===== src/rtl/booth_r4_mul.sv =====
// Sequential radix-4 Booth multiplier: two multiplier bits retired per clock,
// signed or unsigned operands selected per operation, start/busy/done handshake.
module booth_r4_mul #(
    parameter int WIDTH = 8
) (
    input  logic                 clk,
    input  logic                 rst,
    input  logic                 start,
    input  logic                 signed_mode,
    input  logic [WIDTH-1:0]     A,
    input  logic [WIDTH-1:0]     B,
    output logic                 busy,
    output logic                 done,
    output logic [2*WIDTH-1:0]   outR
);

    // Extended operand width, accumulator-high width, full accumulator width.
    localparam int EW = WIDTH + 2;
    localparam int PW = WIDTH + 3;
    localparam int AW = PW + EW + 1;
    localparam int N  = WIDTH / 2 + 1;
    localparam int CW = $clog2(N + 1);

    if ((WIDTH < 4) || ((WIDTH % 2) != 0)) begin : g_bad_width
        $error("booth_r4_mul: WIDTH must be even and at least 4");
    end

    typedef enum logic [1:0] {StIdle, StCalc, StDone} state_t;

    state_t          state_q, state_d;
    logic [EW-1:0]   m_q;
    logic [EW-1:0]   q_q;
    logic [PW-1:0]   p_q;
    logic            qm1_q;
    logic [CW-1:0]   cnt_q;

    logic            accept;
    logic            last;
    logic [EW-1:0]   a_ext;
    logic [EW-1:0]   b_ext;
    logic [PW-1:0]   m1;
    logic [PW-1:0]   m2;
    logic [PW-1:0]   addend;
    logic [PW-1:0]   p_sum;
    logic signed [AW-1:0] acc_sum;
    logic [AW-1:0]   acc_shr;
    logic [PW-1:0]   p_next;
    logic [EW-1:0]   q_next;
    logic            qm1_next;

    assign accept = start && ((state_q == StIdle) || (state_q == StDone));
    assign last   = (cnt_q == CW'(N - 1));
    assign a_ext  = {{2{signed_mode & A[WIDTH-1]}}, A};
    assign b_ext  = {{2{signed_mode & B[WIDTH-1]}}, B};
    assign busy   = (state_q == StCalc);
    assign done   = (state_q == StDone);

    // Next-state logic for the control FSM.
    always_comb begin
        state_d = state_q;
        unique case (state_q)
            StIdle:  if (start) state_d = StCalc;
            StCalc:  if (last) state_d = StDone;
            StDone:  state_d = start ? StCalc : StIdle;
            default: state_d = StIdle;
        endcase
    end

    // Booth digit select, partial-product add and 2-bit arithmetic shift.
    always_comb begin
        m1 = {m_q[EW-1], m_q};
        m2 = {m_q, 1'b0};
        case ({q_q[1:0], qm1_q})
            3'b001, 3'b010: addend = m1;
            3'b011:         addend = m2;
            3'b100:         addend = -m2;
            3'b101, 3'b110: addend = -m1;
            default:        addend = '0;
        endcase
        p_sum    = p_q + addend;
        acc_sum  = {p_sum, q_q, qm1_q};
        acc_shr  = acc_sum >>> 2;
        p_next   = acc_shr[AW-1 -: PW];
        q_next   = acc_shr[EW:1];
        qm1_next = acc_shr[0];
    end

    // FSM state register.
    always_ff @(posedge clk or posedge rst) begin
        if (rst) begin
            state_q <= StIdle;
        end else begin
            state_q <= state_d;
        end
    end

    // Datapath: operand capture on accept, one Booth step per CALC cycle.
    always_ff @(posedge clk or posedge rst) begin
        if (rst) begin
            m_q   <= '0;
            q_q   <= '0;
            p_q   <= '0;
            qm1_q <= 1'b0;
            cnt_q <= '0;
            outR  <= '0;
        end else if (accept) begin
            m_q   <= a_ext;
            q_q   <= b_ext;
            p_q   <= '0;
            qm1_q <= 1'b0;
            cnt_q <= '0;
        end else if (state_q == StCalc) begin
            p_q   <= p_next;
            q_q   <= q_next;
            qm1_q <= qm1_next;
            cnt_q <= cnt_q + CW'(1);
            // The product's low 2*WIDTH bits straddle the P_hi/Q boundary.
            if (last) outR <= {p_next[2*WIDTH-EW-1:0], q_next};
        end
    end

endmodule


===== config.mk =====
export PLATFORM = sky130hd
export DESIGN_NAME = booth_r4_mul
export DESIGN_NICKNAME = d
export VERILOG_FILES = /design/src/rtl/booth_r4_mul.sv
export SDC_FILE = /design/constraint.sdc
export NUM_CORES = 1
export LEC_CHECK = 0
export CORE_MARGIN = 2
export CORE_UTILIZATION = 35
export CTS_CLUSTER_SIZE = 25
export DETAILED_ROUTE_END_ITERATION = 10
export MAX_ROUTING_LAYER = met4
export PLACE_DENSITY = 0.66
export SLEW_MARGIN = 5
export SYNTH_ARGS = -nofsm -noshare
export SYNTH_HDL_FRONTEND = slang
export SYNTH_SLANG_ARGS = --single-unit
export TNS_END_PERCENT = 100

===== constraint.sdc =====
create_clock -name clk -period 3.3 [get_ports clk]
set_input_delay 0.495 -clock clk [delete_from_list [all_inputs] [get_ports clk]]
set_output_delay 0.495 -clock clk [all_outputs]
set_load 0.03 [all_outputs]

[Yosys cells after proc, flatten, opt, wreduce, memory -nomap -nowiden]
Index checks and enable logic that the tools add are counted.
Word-level totals
  output and inout bits: 18
  input bits: 20
  word-level logic and storage cells: 46
  flip-flop bits (word level): 52
Cells by class
  bitwise operators: 3
  muxes and demuxes: 13
  eq/ne operators: 11
  reductions and logical operators: 8
  add/subtract/negate cells: 4
Operators by type and width (count)
  case mux 11 bit (4 select lines): 1
  2-to-1 mux 11 bit: 2
  negation 11 bit: 2
  2-to-1 mux 10 bit: 2
  == test 3 bit (second input constant): 4
  adder 11 bit: 1
  == test 3 x 2 -> 1 bit (second input constant): 2
  2-to-1 mux 3 bit: 2
  case mux 2 bit (3 select lines): 1
  2-to-1 mux 2 bit: 2
  OR reduction 2 bit: 2
  adder 3 x 1 -> 3 bit (second input constant): 1
  == test 3 x 1 -> 1 bit (second input constant): 1
  2-to-1 mux 1 bit: 3
  AND reduction 3 bit: 1
  bitwise AND 1 bit: 2
  == test 2 x 1 -> 1 bit (second input constant): 1
  == test 2 bit (second input constant): 1
  zero test 2 bit: 1
  inequality test 2 x 1 -> 1 bit (second input constant): 1
  inequality test 2 bit (second input constant): 1
  AND reduction 2 bit: 1
  nonzero test 2 bit: 1
  logical AND 1 bit: 1
  other kinds (2): 2

[Logic depth before layout (Yosys ltp)]
  word-level depth: 6
  gate-level depth with buffers: 15
  gate-level depth less buffers: 15

[Least setup slack after synthesis]
OpenSTA, ideal clock, no wires.
  path kind: register to register
  from: register qm1_q
  to: register p_q[9]
  setup slack: 364 ps
  period minus slack after synthesis: 2936 ps
  stages on the path, launching flop included: 13
  required time: 3173 ps
  arrival time: 2809 ps
  path through: dfrtp_1 -> buf_1 -> nor2b_1 -> or2_2 -> and2_1 -> ha_1 -> fa_1 -> a211oi_2 -> nor4_1 -> a2111oi_4 -> xnor2_1 -> a21oi_1 -> o22ai_1
On the way
  cells in the longest elaborated chain, start to end: 6
  elaborated cells on any way between the ends: 12
  those cells by class: add/sub (1); eq/ne (6); mux (3); reduce/logical (2)
Ends and longest elaborated chain
  from (decl): line 34  | logic qm1_q;
  from (signal assigned): line 115  | qm1_q <= qm1_next;
  == test 3 bit, or another cell as far along: line 73  | case ({q_q[1:0], qm1_q})
  OR reduction 2 bit: line 73
  case mux 11 bit (4 select lines) *: line 73
  adder 11 bit *: line 80  | p_sum = p_q + addend;
  2-to-1 mux 11 bit *: line 112  | end else if (state_q == StCalc) begin
  2-to-1 mux 11 bit *: line 106  | end else if (accept) begin
  to (signal assigned): line 113  | p_q <= p_next;
  to (decl): line 33  | logic [PW-1:0] p_q;
Every way passes the cells marked *; elsewhere a longest branch is shown, timed or not. The select of a mux whose other input is x is not followed.
A chain may end at the register's enable or synchronous reset.

[Worst setup path after layout]
Same ends and word-level chain as after synthesis.

==> metrics.sh <==
FLOW.AREA_GROWTH_FROM_SYNTHESIS_PCT=22.96
GLOBALROUTEOVERFLOWTOTAL=0
ASYNC_FLOP_SHARE=1.000
IO_BUFFERS=37
WIRE_PER_INST_UM=14.80
WORST_REG2REG_PATH_DEPTH=12
ANTENNA_CELLS_INSERTED=0
FRACTION_OF_THE_CORE_AREA_COVERED_BY_CELLS_AT_THE_END_OF_THE_FLOW=0.4464
MULTI_INPUT_AREA_SQ_MM=0.001628
COMMONEST_CELLS_AFTER_ROUTING_FILL_AND_TAPS_ASIDE='sky130_fd_sc_hd__nand2_1, sky130_fd_sc_hd__dfrtp_1, sky130_fd_sc_hd__clkdlybuf4s50_1'
VIA_PER_INST=5.231
CP_DATA_ARRIVAL_TIME_NS=3.36
PLACEMENT_ROWS=33
INITIALDRTVIOLATIONCOUNT=109
AREA.SEQUENTIAL_SQ_MM=0.001252
SYNTH.NET_COUNT=348
FMAXACHIEVABLE_MHz=318.8
CORE_SQ_MM=0.008258
PRECTSSETUPSLACK_NS=0.1344
SYN-INSTANCE-COUNT=314
WORST-SETUP-PATH-TYPE='reg -> reg'
MIN_CYCLE_TIME_LAYOUT_NS=3.137
POST_SYNTH_MUX_AREA_SHARE=0.08890
LAYOUT_WORST_PATH_CYCLE_SHARE=0.9506
SYNTH_COMPOUND_GATE_AREA_SHARE=0.1878
YS_FF_LATCH=50
DRT_DRC_VIOLATIONS_LEFT=0
CTS_ROOT_BUF='sky130_fd_sc_hd__clkbuf_8'
GRTUSAGEMET3=0.02948
HTREE_NUM_LEVELS=2
YS.FLOP_TYPE='sky130_fd_sc_hd__dfrtp_1'
POST_CTS_HOLD_BUFFER_COUNT=0
HOLD_PATH.STARTPOINT='outR[13]'
DRTPASS1ITERATIONS=4
VIA_COUNT_OF_THE_FIRST_GLOBAL_ROUTING_PASS=2336
CAP_VIOL_MAX_COUNT=0
SYNTH-ADDER-AREA-SHARE=0.06093
REGTOREGSETUPSLACK_NS=0.16
NUM_VIAS=2422
CRIT_PATH_MAX_FANOUT=5
HP-CLASS='reg -> reg'
MAIN_COMBINATIONAL_CELL_FAMILY_BY_AREA_AFTER_SYNTHESIS='compound AO/OA/AOI/OAI gates'
ENDPOINT_KIND='flip-flop'
REGISTER_CLOCK_PIN_SLEW_ON_THE_REPORTED_WORST_SETUP_AND_HOLD_PATHS_NS=0.10
FILLER_CELL_COUNT=784
POST_ROUTE_CELLS_DRIVE_ABOVE_1_SHARE=0.1760
CELL_DEPTH_OF_THE_WORST_MIN_DELAY_PATH=2
ANTENNA_FOUND_INITIAL=0
TIMING_MAX_TRANSITION_VIOLATIONS_FINAL=0
USE_MET1=0.2108
GLOBAL_ROUTE.USAGE.TOTAL=0.1584
FINALHOLDVIOLCOUNT=0
FLOORPLAN.DIE_AREA_SQ_MM=0.009322
GRT_PASS1_WL_UM=11170
CLOCK_INSERTION_DELAY_WORST_SKEW_NS=0.31
TRITONCTS='yes'
DIE_H_UM=96.55
YOSYSWARNINGS=0
NUMCLOCKSINKS=50
SYNTH_SIMPLE_GATE_AREA_FRAC=0.1482
STARTPOINT_TYPE='flip-flop'
GR-MAX-USAGE-LAYER='met2'
WORST_PIN_SLEW_NS=1.039
NETLIST_AREA_SQ_MM=0.002998
FINALWEIGHTEDCONGESTION=0.9560
NETS=391
IOPINCOUNT=38
SYNTH_ENABLE_FLOP_CELLS=0
ANT_NETS=0
TIMING.SLEW.HEADROOM=0.3060
R2R-END='p_q[9]'
AVGSYNTHCELLAREA_SQ_UM=9.547
INITIAL_UTILIZATION=0.3630
GRT_START_MAX_NET_PINS=51
SKEW_NS=0.004375
NETLIST-CELL-TYPE-COUNT=49
FLOORPLAN.DIE.WIDTH_UM=96.55
USE_MET2=0.2477
RESULT_OF_THE_RUN='finished, final reports clean'
DRT-TOTAL-WL_UM=6852
FINALWORSTSETUPSLACK_NS=0.1629
REG2REG_FROM='qm1_q'
YOSYS.AREA_SHARE.XOR_XNOR=0.04967
SYNTH.YOSYS.SEQ_AREA_SHARE=0.4174
DETAILED_PLACE_HPWL_UM=4971
CTS_MADE_BUFFERS=5
SETUP_VIOL=0
CLOCKBUFFERDEPTH=2
CP_DATA_REQUIRED_TIME_NS=3.53
HOLD_END='outR[13]'
[layer usage]
layer / routed length (um) / up-vias
met5: 0 / -
met4: 121 / 0
met3: 219 / 10
met2: 3305 / 46
met1: 3206 / 1168
li1: - / 1198
[flip-flops by register name, indices dropped and copies added (netlist names)]
signal and flops:
q_q 10, state_q 2, qm1_q 1, cnt_q 3, p_q 9, m_q 9
outR 16
[critical path, cell delays in order (launching register included)]
cell and delay, ns:
sky130_fd_sc_hd__dfrtp_1 0.45, sky130_fd_sc_hd__nor2b_1 0.18, sky130_fd_sc_hd__or2_2 0.35, sky130_fd_sc_hd__and2_1 0.18, sky130_fd_sc_hd__ha_1 0.21, sky130_fd_sc_hd__fa_2 0.38
sky130_fd_sc_hd__a211oi_2 0.30, sky130_fd_sc_hd__nor4_1 0.11, sky130_fd_sc_hd__buf_4 0.15, sky130_fd_sc_hd__a2111oi_4 0.33, sky130_fd_sc_hd__xnor2_1 0.18, sky130_fd_sc_hd__a21oi_1 0.09
sky130_fd_sc_hd__o22ai_1 0.15
[final cells by class]
type | count | share of cell area
Inverter | 10 | 0.01018
Timing Repair Buffer | 58 | 0.1432
Clock inverter | 3 | 0.01086
Multi-Input combinational cell | 232 | 0.4416
Clock buffer | 5 | 0.01867
Tap cell | 105 | 0.03564
Sequential cell | 50 | 0.3398
[repair_timing]
| action | 4_1_cts | 5_1_grt |
|---|---|---|
| setup endpoints to repair | 0 | 4 |
| gates resized for setup | 0 | 8 |
| buffers inserted | 0 | 3 |
[metrics by stage]
stage	instance area, sq um	instances	hold slack [ns]	TNS [ns]
4_1_cts	3642	460	0.4968	0
5_1_grt	3686	463	0.5204	-0.01295
2_1_floorplan	2998	314	0.4563	0
3_3_place_gp	3533	452	0.4737	0
6_report	3686	463	0.4879	0
3_5_place_dp	3533	452	0.4752	0
[synth_stat cells, types with 2 or more instances]
cell type	number	share of area
sky130_fd_sc_hd__a211oi_1	4	0.010
sky130_fd_sc_hd__a211oi_2	2	0.0083
sky130_fd_sc_hd__a21o_1	5	0.013
sky130_fd_sc_hd__a21oi_1	16	0.027
sky130_fd_sc_hd__a221o_1	3	0.010
sky130_fd_sc_hd__a221oi_1	2	0.0058
sky130_fd_sc_hd__a22o_1	3	0.0088
sky130_fd_sc_hd__a22oi_1	7	0.018
sky130_fd_sc_hd__a31oi_1	3	0.0063
sky130_fd_sc_hd__and2_1	2	0.0042
sky130_fd_sc_hd__and3_1	3	0.0063
sky130_fd_sc_hd__buf_1	2	0.0025
sky130_fd_sc_hd__buf_2	9	0.015
sky130_fd_sc_hd__clkbuf_1	8	0.010
sky130_fd_sc_hd__clkbuf_2	2	0.0033
sky130_fd_sc_hd__dfrtp_1	50	0.42
sky130_fd_sc_hd__ha_1	13	0.054
sky130_fd_sc_hd__inv_1	10	0.013
sky130_fd_sc_hd__mux2_2	19	0.071
sky130_fd_sc_hd__mux2i_1	3	0.010
sky130_fd_sc_hd__nand2_1	49	0.061
sky130_fd_sc_hd__nand2b_1	5	0.010
sky130_fd_sc_hd__nand3_1	6	0.010
sky130_fd_sc_hd__nor2_1	14	0.018
sky130_fd_sc_hd__nor2b_1	5	0.010
sky130_fd_sc_hd__nor3_1	5	0.0083
sky130_fd_sc_hd__o21ai_0	26	0.043
sky130_fd_sc_hd__o22ai_1	2	0.0042
sky130_fd_sc_hd__xnor2_1	9	0.026
sky130_fd_sc_hd__xor2_1	8	0.023
[worst max path at each step]
stage / from / end / slack [ns]
2_1_floorplan: qm1_q / p_q[9] / 0.36
3_3_place_gp: m_q[4] / p_q[9] / 0.16
3_5_place_dp: q_q[0] / p_q[7] / 0.13
4_1_cts: q_q[0] / p_q[7] / 0.1
5_1_grt: m_q[1] / p_q[9] / -0.01
6_report: qm1_q / p_q[9] / 0.16
[logic make-up (layout without fill, tap and decap cells)]
logic type / after synthesis / count (layout)
adders and majority gates: 14 / 14
DFF: 50 / 50
muxes: 23 / 23
and+or+nand+nor: 95 / 95
AOI/OAI and AO/OA: 83 / 83
buffers and inverters: 32 / 76
xor gates and xnor gates: 17 / 17
Power is not shown: default switching activity piles up to over one toggle a cycle in this logic, so the estimate is an artifact.
